File: config.mk
export PLATFORM = sky130hd
export DESIGN_NAME = hazard_scoreboard_unit
export DESIGN_NICKNAME = d
export VERILOG_FILES = /design/src/rtl/hazard_pkg.sv /design/src/rtl/hazard_sb_entry.sv /design/src/rtl/hazard_scoreboard_unit.sv
export SDC_FILE = /design/constraint.sdc
export NUM_CORES = 1
export LEC_CHECK = 0
export CAP_MARGIN = 20
export CORE_MARGIN = 3
export CORE_UTILIZATION = 31
export DETAILED_ROUTE_END_ITERATION = 7
export DONT_BUFFER_PORTS = 1
export SYNTH_ARGS = -nofsm -noshare
export SYNTH_HDL_FRONTEND = slang
export SYNTH_HIERARCHICAL = 1
export SYNTH_SLANG_ARGS = --single-unit
export TNS_END_PERCENT = 20
File: constraint.sdc
create_clock -name clk -period 6.76 [get_ports clk]
set_input_delay 1.014 -clock clk [delete_from_list [all_inputs] [get_ports clk]]
set_output_delay 1.014 -clock clk [all_outputs]
set_load 0.01 [all_outputs]
File: src/rtl/hazard_pkg.sv
// Shared types and sizing helpers for the hazard scoreboard.
// Optional perf counters are enabled by HAZARD_PERF_CNT_EN.
package hazard_pkg;

  typedef enum logic [1:0] {
    NONE        = 2'd0,
    DATA        = 2'd1,
    BRANCH_DATA = 2'd2,
    MEM_WAIT    = 2'd3
  } hazard_cause_t;

  function automatic int cnt_w(input int max_val);
    int w;
    w = 1;
    while ((1 << w) <= max_val) w++;
    return w;
  endfunction

endpackage

File: src/rtl/hazard_sb_entry.sv
// One scoreboard slot: countdown of cycles until a register's
// pending result is forwardable.
import hazard_pkg::*;

module hazard_sb_entry #(
  parameter int W = 2
) (
  input  logic         clk,
  input  logic         rst,
  input  logic         set,
  input  logic [W-1:0] set_val,
  input  logic         freeze,
  output logic [W-1:0] cnt
);

  // set wins over the decrement of the same cycle
  always_ff @(posedge clk or posedge rst) begin
    if (rst) begin
      cnt <= '0;
    end else if (!freeze) begin
      if (set) begin
        cnt <= set_val;
      end else if (cnt != '0) begin
        cnt <= cnt - 1'b1;
      end
    end
  end

endmodule

File: src/rtl/hazard_scoreboard_unit.sv
// Countdown-scoreboard hazard unit driving pipeline stall/flush enables.
// Define HAZARD_PERF_CNT_EN to add saturating perf counter outputs.
import hazard_pkg::*;

module hazard_scoreboard_unit #(
  parameter int NUM_REGS     = 32,
  parameter int REG_ADDR_W   = 5,
  parameter int ALU_LAT      = 0,
  parameter int LOAD_LAT     = 1,
  parameter int BRANCH_DEPTH = 1
) (
  input  logic                  clk,
  input  logic                  rst,
  input  logic                  id_valid,
  input  logic [REG_ADDR_W-1:0] id_rs1_addr,
  input  logic [REG_ADDR_W-1:0] id_rs2_addr,
  input  logic                  id_uses_rs1,
  input  logic                  id_uses_rs2,
  input  logic [REG_ADDR_W-1:0] id_rd_addr,
  input  logic                  id_reg_write,
  input  logic                  id_mem_read,
  input  logic                  id_branch,
  input  logic                  branch_taken,
  input  logic                  mem_ready,
`ifdef HAZARD_PERF_CNT_EN
  output logic [31:0]           perf_data_stalls,
  output logic [31:0]           perf_branch_stalls,
  output logic [31:0]           perf_mem_stalls,
  output logic [31:0]           perf_flushes,
`endif
  output logic                  stall_if,
  output logic                  stall_id,
  output logic                  flush_ex,
  output logic                  flush_id,
  output logic                  stall_all,
  output logic [1:0]            hazard_cause
);

  // sized for the larger of the two set values so ALU_LAT > LOAD_LAT fits
  localparam int MAXV  = ((LOAD_LAT > ALU_LAT) ? LOAD_LAT : ALU_LAT)
                       + BRANCH_DEPTH;
  localparam int CNT_W = cnt_w(MAXV);

  localparam logic [CNT_W-1:0] LD_SET  = CNT_W'(LOAD_LAT + BRANCH_DEPTH);
  localparam logic [CNT_W-1:0] ALU_SET = CNT_W'(ALU_LAT + BRANCH_DEPTH);
  localparam logic [CNT_W-1:0] BD_C    = CNT_W'(BRANCH_DEPTH);

  logic [CNT_W-1:0] cnt [NUM_REGS];
  logic [CNT_W-1:0] set_val;
  logic [CNT_W-1:0] c1;
  logic [CNT_W-1:0] c2;
  logic             issue;
  logic             hot1;
  logic             hot2;
  logic             data_haz;
  logic             br_haz;
  hazard_cause_t    cause;

  assign cnt[0]  = '0;
  assign set_val = id_mem_read ? LD_SET : ALU_SET;
  assign issue   = id_valid & ~stall_id & ~flush_id & ~stall_all;

  genvar r;
  generate
    for (r = 1; r < NUM_REGS; r++) begin : g_sb
      logic set;
      assign set = issue & id_reg_write
                 & (id_rd_addr == REG_ADDR_W'(r));
      hazard_sb_entry #(
        .W(CNT_W)
      ) u_entry (
        .clk    (clk),
        .rst    (rst),
        .set    (set),
        .set_val(set_val),
        .freeze (stall_all),
        .cnt    (cnt[r])
      );
    end
  endgenerate

  // addresses beyond NUM_REGS read as idle
  always_comb begin
    c1 = '0;
    c2 = '0;
    for (int i = 0; i < NUM_REGS; i++) begin
      if (id_rs1_addr == REG_ADDR_W'(i)) c1 = cnt[i];
      if (id_rs2_addr == REG_ADDR_W'(i)) c2 = cnt[i];
    end
  end

  assign hot1 = id_valid & id_uses_rs1 & (id_rs1_addr != '0);
  assign hot2 = id_valid & id_uses_rs2 & (id_rs2_addr != '0);

  assign data_haz = ~id_branch
                  & ((hot1 & (c1 > BD_C)) | (hot2 & (c2 > BD_C)));
  assign br_haz   = id_branch
                  & ((hot1 & (c1 != '0)) | (hot2 & (c2 != '0)));

  always_comb begin
    stall_if  = 1'b0;
    stall_id  = 1'b0;
    flush_ex  = 1'b0;
    flush_id  = 1'b0;
    stall_all = 1'b0;
    cause     = NONE;
    if (rst) begin
      cause = NONE;
    end else if (!mem_ready) begin
      stall_all = 1'b1;
      cause     = MEM_WAIT;
    end else if (branch_taken) begin
      flush_id = 1'b1;
      flush_ex = 1'b1;
    end else if (data_haz | br_haz) begin
      stall_if = 1'b1;
      stall_id = 1'b1;
      flush_ex = 1'b1;
      cause    = br_haz ? BRANCH_DATA : DATA;
    end
  end

  assign hazard_cause = cause;

`ifdef HAZARD_PERF_CNT_EN
  logic fl_evt;
  assign fl_evt = ~rst & mem_ready & branch_taken;

  always_ff @(posedge clk or posedge rst) begin
    if (rst) begin
      perf_data_stalls   <= '0;
      perf_branch_stalls <= '0;
      perf_mem_stalls    <= '0;
      perf_flushes       <= '0;
    end else begin
      if (cause == DATA && perf_data_stalls != '1)
        perf_data_stalls <= perf_data_stalls + 1'b1;
      if (cause == BRANCH_DATA && perf_branch_stalls != '1)
        perf_branch_stalls <= perf_branch_stalls + 1'b1;
      if (cause == MEM_WAIT && perf_mem_stalls != '1)
        perf_mem_stalls <= perf_mem_stalls + 1'b1;
      if (fl_evt && perf_flushes != '1)
        perf_flushes <= perf_flushes + 1'b1;
    end
  end
`endif

endmodule

==> metrics.txt, run 1 <==
area grow syn2layout 7.975%; first-pass GRT wire length 31050 µm; Hold Slack 407.5 ps; worst path cell trace nor2b_1 -> a221oi_1 -> o211ai_1 -> o211ai_1 -> a31oi_1 -> o21a_1 -> o211a_2 -> or2_1; kind of end point of the critical path output port; Slew Limit Headroom 0.3317; Slew Limit Fails 0; Max-cap violations 0; CORE AREA 0.01902 mm²; Layout Nets 833; largest net degree at the start of global routing 55; Post-CTS Setup Repair Bufs 0; post-DR vias/cell 5.762; # rows 50; Placement Cell Area 0.006289 mm²; max reg flops 62; Avg Inst Size Synth 7.668 µm²; via count 6004; Post-synth EDFFs 0; Final setup viols 0; Peak VDD IR 102.8 µV; Tot Pwr 0.002580 W; Buffers on Ports 0; Synth cell types 71; GPL Wtd Cong 1.016; worst-path maximum fanout 32; cts hold-fix bufs 0; Worst path top cell family by delay compound AO/OA/AOI/OAI gates; CP Launch Type input pin; met3 usage 0.04935; Die Y 146.3 µm; most common cell after layout, fill and taps aside inv_1; area occupied by multi-input gates 0.003886 mm²; number of CTS-inserted buffers 9; die footprint 0.02141 mm²; Max clock buf depth 2; Critical-path top delay cell o211a_2; DRT Pass-1 Iters 6; Lkg Pwr 2.559 nW; Initial Util 0.3209; GR peak layer met2; sequential share of the synthesized area 0.2542; FMAX 216.9 MHz; worst r2r src g_sb[22].u_entry/cnt[0]$_DFFE_PP0P_; Residual DRC 0; Die Wd 146.3 µm; final wirelength 19380 µm; Yosys warnings 6; CP Launch Point id_rs2_addr[1]; slew of the pin with the lowest slew margin 998.7 ps; Sink Count 62; Post-Syn Nets 852; PostCTS Resize Cnt 0; WP buf/inv 0; mapped cell area 0.006103 mm²; DR WL/cell 18.60 µm; RSZ-0062 raised after global routing false; Final Cell Area 0.006590 mm²; Syn Inst Count 796; met2 Track Usage GR 0.2732; post-route setup TNS 0 ps; Total GRT Usage 0.1816; vias in the first global route 5694; diode count 0; crit path DAT 3600 ps; I/O pins 32; Finished Core Util 0.3465; Clock Latency Late Sink 350 ps; total global routing overflow 0; biggest regs g_sb.u_entry/cnt x62; proportion of layout cells with a drive suffix above 1 0.1125; commonest non-fill, non-tap cells in the layout inv_1 (133), a21oi_1 (82), nor3_1 (76); CP dominant cell by count o211ai_1; Hold Path Class in -> async; clock skew 6.412 ps; largest register by flop count g_sb.u_entry/cnt; Fin. Hold Viols 0; initial antenna violation count 0; status complete, no violations; WP data required 5750 ps; crit-path max cell delay 730 ps; flops & latches, synth 62; Tmin final 4610 ps; Clk pin slew, worst setup/hold paths 50 ps; PD cells 391.5 mW/mm²; Root Buffer clkbuf_16; Final ANT Viol Nets 0; critical path class in -> out; post-DP HPWL 14210 µm; register area 0.001551 mm²; CTS tree built; DRT iter0 DRCs 657; Post-synth ARST share 1.000; fill cell count 2003; met1 usage 0.2512; Synth Flop Type dfrtp_1; H-tree levels 3; final period utilization 0.6820
-- worst register-to-register path: stages, from the launching register on --
cell,delay (ps)
dfrtp_1,430
mux4_2,500
a211oi_1,250
a21oi_1,130
or4_4,530
nor4_4,290
o21ai_4,300
nor4_1,810
inv_1,120
a21oi_2,190
o22ai_1,90
-- worst paths after layout --
kind | end | slack [ps] | cells after the start
min reg2reg | g_sb[16].u_entry/cnt[0]$_DFFE_PP0P_ | 590 | 2
max | stall_id | 2150 | 8
min | g_sb[3].u_entry/cnt[1]$_DFFE_PP0P_ | 410 | 1
min in group clk | g_sb[16].u_entry/cnt[0]$_DFFE_PP0P_ | 590 | 2
max in group asynchronous | g_sb[15].u_entry/cnt[1]$_DFFE_PP0P_ | 6190 | 1
max reg2reg | g_sb[13].u_entry/cnt[1]$_DFFE_PP0P_ | 2960 | 10
-- synthesized netlist by cell type, types with 5 or more instances --
cell type | number | area, µm²
nor2b_1 | 15 | 93.84
nor4_1 | 15 | 93.84
and2_1 | 5 | 31.28
a211oi_1 | 10 | 75.07
nor4_2 | 15 | 187.7
clkbuf_1 | 11 | 41.29
a21oi_2 | 31 | 271.5
mux2i_1 | 16 | 160.2
or3b_2 | 5 | 43.79
ha_1 | 31 | 387.9
a21oi_1 | 82 | 410.4
buf_4 | 5 | 37.54
o211ai_1 | 7 | 52.55
nand3b_1 | 7 | 52.55
mux2_2 | 6 | 67.56
inv_1 | 133 | 499.2
dfrtp_1 | 62 | 1551
nor2_1 | 17 | 63.81
buf_2 | 10 | 50.05
nand2_1 | 39 | 146.4
nand3_1 | 18 | 90.09
nor3_1 | 76 | 380.4
o22ai_1 | 68 | 425.4
o21ai_0 | 17 | 85.08
nand2b_1 | 13 | 81.33
-- power breakdown --
| part | total (W) | switching [W] | internal [W] |
|---|---|---|---|
| combinational | 0.00129 | 0.000670 | 0.000615 |
| sequential | 0.000820 | 0.000248 | 0.000572 |
| clock | 0.000474 | 0.000171 | 0.000303 |
-- kinds of logic after synthesis --
kind of cell,after synthesis,synth area share
XOR/XNOR,1,0.001435
AO/OA/AOI/OAI,258,0.2753
adder cells (fa/ha/maj),31,0.06355
buffers and inverters,167,0.1115
AND/OR/NAND/NOR,251,0.2437
multiplexers,26,0.05022
flip-flops,62,0.2542
-- area by class of cell --
class	instances	area share
tap	260	0.04936
clock buffer	12	0.03892
clock inverter	4	0.006835
multi-input combinational	567	0.5897
timing repair buffer	3	0.003418
inverter	134	0.07632
sequential	62	0.2354
-- metal layers --
layer  up-vias  wire (µm)
li1       2885          -
met1      2842       8705
met2       247       8456
met3        30       1780
met4         0        433
met5         -          0
-- stage by stage --
| stage | setup slack, ps | cells |
|---|---|---|
| floorplan | 1513 | 796 |
| global placement | 2262 | 1026 |
| detailed placement | 2203 | 1026 |
| CTS | 2186 | 1042 |
| global route | 1955 | 1042 |
| finish | 2150 | 1042 |
Note: power is estimated with default switching activity, not from simulation.
==> run 2: changes to the inputs <==
clock period = 3.99 ns   (was 6.76 ns; I/O delays follow)
==> metrics.txt, run 2 (same netlist as run 1, synthesis figures left out) <==
# rows 50 (unchanged); H-tree levels 3 (unchanged); GPL Wtd Cong 0.9546 (-6.1%); Max clock buf depth 2 (unchanged); WP data required 3390 ps (-2360 ps); Final setup viols 0 (unchanged); largest register by flop count g_sb.u_entry/cnt; Layout Nets 855 (+2.6%); crit path DAT 3120 ps (-480 ps); slew of the pin with the lowest slew margin 838.9 ps (-159.8 ps); biggest regs g_sb.u_entry/cnt x62; clock skew 4.382 ps (-2.030 ps); Slew Limit Fails 0 (unchanged); final wirelength 18540 µm (-4.3%); I/O pins 32 (unchanged); proportion of layout cells with a drive suffix above 1 0.1347 (+0.02213); PD cells 634.8 mW/mm² (+62%); via count 5961 (-0.72%); CTS tree built; post-place setup slack 197.0 ps (-2006 ps); number of CTS-inserted buffers 9 (unchanged); vias in the first global route 5559 (-2.4%); post-route setup TNS 0 ps (unchanged); Initial Util 0.3209 (unchanged); Final WS setup 269.0 ps (-1881 ps); total global routing overflow 0 (unchanged); fill cell count 1986 (-0.85%); status complete, no violations; post-DP HPWL 13750 µm (-3.2%); most common cell after layout, fill and taps aside inv_1; commonest non-fill, non-tap cells in the layout inv_1 (133), a21oi_1 (82), nor3_1 (76); Tot Pwr 0.004288 W (+66%); PostCTS Resize Cnt 0 (unchanged); Residual DRC 0 (unchanged); die footprint 0.02141 mm² (unchanged); Final ANT Viol Nets 0 (unchanged); Tmin final 3721 ps; post-DR vias/cell 5.613 (-2.6%); Clock Latency Late Sink 340 ps (about the same); Clk pin slew, worst setup/hold paths 50 ps (about the same); CP Launch Type flop; DRT Pass-1 Iters 5 (-1); CORE AREA 0.01902 mm² (unchanged); max reg flops 62 (unchanged); diode count 0 (unchanged); Die Wd 146.3 µm (unchanged); Die Y 146.3 µm (unchanged); Hold Path Class in -> async; r2r worst-path depth 11 (+1); Peak VDD IR 217.6 µV (+110%); worst-path maximum fanout 24 (-25%); Root Buffer clkbuf_16; register area 0.001551 mm² (unchanged); kind of end point of the critical path output port; RSZ-0062 raised after global routing false; first-pass GRT wire length 30190 µm (-2.8%); largest net degree at the start of global routing 50 (-9.1%); FMAX 268.7 MHz; area grow syn2layout 10.66%; Sink Count 62 (unchanged); Fin. Hold Viols 0 (unchanged); Buffers on Ports 0 (unchanged); area occupied by multi-input gates 0.003886 mm² (unchanged); DR WL/cell 17.45 µm (-6.1%); Total GRT Usage 0.1758 (-0.005826); initial antenna violation count 0 (unchanged); final period utilization 0.9326; Lkg Pwr 2.668 nW (+4.3%); critical path class reg -> out; Max-cap violations 0 (unchanged); DRT iter0 DRCs 552 (-16%); Slew Limit Headroom 0.4364 (+0.1048)
-- run 2: routing by layer --
layer / vias to the layer above / global-route usage / part of all wire
met5: - / 0 / 0
met4: 0 / 0.04657 / 0.015
met3: 21 / 0.06300 / 0.092
met2: 216 / 0.2600 / 0.43
met1: 2791 / 0.2435 / 0.47
li1: 2933 / - / -
-- run 2: layout make-up --
| type | count | share of cell area |
|---|---|---|
| repair buffers | 25 | 0.03149 |
| well taps | 260 | 0.04817 |
| clock inverters | 1 | 0.0007410 |
| clock buffers | 13 | 0.04001 |
| multi-input cells | 567 | 0.5754 |
| inverters | 134 | 0.07447 |
| flip-flops and latches | 62 | 0.2297 |
-- run 2: what timing repair did --
action,CTS,global route
hold buffers,1,0
endpoints found under the hold margin,62,0
setup endpoints to repair,0,0
buffers inserted,0,0
-- run 2: power by group --
part	total [W]	leakage [nW]	switching [W]	internal, W
sequential	0.00138	0.747	0.000412	0.000970
combinational	0.00216	1.78	0.00112	0.00105
clock	0.000742	0.138	0.000279	0.000463
total	0.00429	2.67	0.00181	0.00248
-- run 2: critical path, cell delays in order, from the launching register on --
cell and delay, ps:
dfrtp_1 430, mux4_2 480, a211oi_1 250, a21oi_1 130, or4_4 540, nor4_4 290
o21ai_4 270, or2_1 390
-- run 2: path summary, 6_finish.rpt --
path,startpoint,to,slack (ps)
worst max-delay path,g_sb[22].u_entry/cnt[0]$_DFFE_PP0P_,stall_if,270
worst min-delay path,rst,g_sb[3].u_entry/cnt[1]$_DFFE_PP0P_,180
worst max register to register,g_sb[22].u_entry/cnt[0]$_DFFE_PP0P_,g_sb[27].u_entry/cnt[0]$_DFFE_PP0P_,360
worst min register to register,g_sb[30].u_entry/cnt[1]$_DFFE_PP0P_,g_sb[30].u_entry/cnt[1]$_DFFE_PP0P_,590
max in group asynchronous,rst,g_sb[12].u_entry/cnt[1]$_DFFE_PP0P_,3670
min in group clk,id_mem_read,g_sb[22].u_entry/cnt[1]$_DFFE_PP0P_,470
-- run 2: through the flow --
stage          std cells  utilization  area (µm²)  hold WS [ps]
2_1_floorplan        796            -        6111         339.7
3_3_place_gp        1047       0.3396        6459         350.9
3_5_place_dp        1047       0.3396        6459         353.8
4_1_cts             1062       0.3551        6754         178.3
5_1_grt             1062       0.3551        6754         184.8
6_report            1062       0.3551        6754         175.5
==> run 3: changes to the inputs <==
CORE_MARGIN = default   (was 3)
GPL_ROUTABILITY_DRIVEN = 0   (was default)
==> metrics.txt, run 3 (same netlist as run 1, synthesis figures left out) <==
post-DP HPWL 13920 µm (+1.2%); CP Launch Type flop; commonest non-fill, non-tap cells in the layout inv_1 (133), a21oi_1 (82), nor3_1 (76); Tmin final 3785 ps (+64.52 ps); Initial Util 0.3209 (unchanged); critical path class reg -> out; Max-cap violations 0 (unchanged); Final setup viols 0 (unchanged); Lkg Pwr 2.727 nW (+2.2%); largest register by flop count g_sb.u_entry/cnt; diode count 0 (unchanged); worst path cell trace mux4_2 -> a211oi_1 -> a21oi_1 -> or4_4 -> nor4_4 -> o21ai_4 -> or2_1; initial antenna violation count 1 (+1); worst-path maximum fanout 16 (-33%); Clk pin slew, worst setup/hold paths 60 ps (about the same); I/O pins 32 (unchanged); final wirelength 19500 µm (+5.2%); Slew Limit Fails 0 (unchanged); DRT iter0 DRCs 654 (+18%); Buffers on Ports 0 (unchanged); kind of end point of the critical path output port; total global routing overflow 0 (unchanged); Sink Count 62 (unchanged); slew of the pin with the lowest slew margin 971.8 ps (+132.9 ps); largest net degree at the start of global routing 53 (+6.0%); biggest regs g_sb.u_entry/cnt x62; Max clock buf depth 2 (unchanged); DRT Pass-1 Iters 6 (+1); Final ANT Viol Nets 0 (unchanged); Die Y 142.3 µm (-2.7%); Total GRT Usage 0.1968 (+0.02101); number of CTS-inserted buffers 9 (unchanged); Critical-path top delay cell or4_4; Hold Path Class in -> async; Slew Limit Headroom 0.3520 (-0.08438); Fin. Hold Viols 0 (unchanged); FMAX 264.2 MHz (-1.7%); Residual DRC 0 (unchanged); via count 5996 (+0.59%); first-pass GRT wire length 30210 µm (about the same); RSZ-0062 raised after global routing false; H-tree levels 3 (unchanged); status complete, no violations; # rows 50 (unchanged); crit path DAT 3190 ps (+70 ps); DR WL/cell 18.21 µm (+4.3%); crit-path max cell delay 540 ps (about the same); most common cell after layout, fill and taps aside inv_1; Layout Nets 862 (+0.82%); WP data required 3390 ps (about the same); Tot Pwr 0.004471 W (+4.3%); final period utilization 0.9487 (+0.01617); Die Wd 142.3 µm (-2.7%); die footprint 0.02025 mm² (-5.4%); clock skew 4.329 ps (-0.05215 ps); post-DR vias/cell 5.599 (-0.26%); area grow syn2layout 12.32%; proportion of layout cells with a drive suffix above 1 0.1443 (+0.009603); vias in the first global route 5400 (-2.9%); CORE AREA 0.01902 mm² (unchanged); max reg flops 62 (unchanged); Clock Latency Late Sink 350 ps (about the same); post-route setup TNS 0 ps (unchanged); PD cells 652.2 mW/mm² (+2.7%); Root Buffer clkbuf_16; CTS tree built; Peak VDD IR 189.2 µV (-13%)
==> run 3: changes by cell type in the layout (fill, tap and decap cells not counted), sizes merged <==
cell,change
buf,+5
bufinv,+1
clkinv,+1
dlygate4sd3,+1
o21ai,+1
==> run 3: layout make-up <==
type	instances	area, µm²
tap	260	325.3
timing repair buffer	31	260.3
multi-input combinational	568	3895
inverter	134	503.0
clock buffer	13	280.3
sequential	62	1551
fill	2000	12160
clock inverter	3	40.04
==> run 3: per-stage QoR <==
stage          cells    util  setup WS (ps)  hold slack [ps]  area, µm²
2_1_floorplan    796       -          369.2            339.7       6111
3_5_place_dp    1052  0.3416          281.6            355.6       6496
4_1_cts         1070  0.3600          138.1            171.5       6847
3_3_place_gp    1052  0.3416          329.8            351.1       6496
5_1_grt         1071  0.3605          101.4            178.3       6855
6_report        1071  0.3605          204.5            173.3       6855
==> run 3: repair_timing <==
item                                    4_1_cts  5_1_grt
setup buffers                                 0        0
gates resized for setup                       0        0
hold buffers                                  2        0
endpoints found under the setup margin        0        2
hold endpoints to repair                     58        0
==> run 3: layer usage <==
layer / up-vias / GRT usage / part of all wire
li1: 2946 / - / -
met1: 2802 / 0.2769 / 0.46
met2: 227 / 0.2856 / 0.42
met3: 21 / 0.06393 / 0.11
met4: 0 / 0.05207 / 0.013
met5: - / 0 / 0
==> run 3: power breakdown <==
group	leakage, nW	switching (W)	internal [W]
logic	1.82	0.00115	0.00106
clock network	0.162	0.000294	0.000549
registers	0.747	0.000449	0.000969
total	2.73	0.00190	0.00258
==> run 3: worst paths after layout <==
kind	slack, ps	from	end	depth (start not counted)
min in group clk	460	id_mem_read	g_sb[31].u_entry/cnt[1]$_DFFE_PP0P_	2
hold reg to reg	580	g_sb[16].u_entry/cnt[0]$_DFFE_PP0P_	g_sb[16].u_entry/cnt[0]$_DFFE_PP0P_	2
hold / removal	170	rst	g_sb[6].u_entry/cnt[1]$_DFFE_PP0P_	2
setup / recovery	200	g_sb[20].u_entry/cnt[0]$_DFFE_PP0P_	stall_if	7
setup reg to reg	280	g_sb[20].u_entry/cnt[0]$_DFFE_PP0P_	g_sb[23].u_entry/cnt[1]$_DFFE_PP0P_	10
max in group asynchronous	3060	rst	g_sb[11].u_entry/cnt[1]$_DFFE_PP0P_	2
==> run 3: worst max-delay path: cells and delay by family (launching register included) <==
family	cells	cell delay, ps
flip-flops	1	430
multiplexers	1	460
AND/OR/NAND/NOR	3	1340
AO/OA/AOI/OAI	3	610
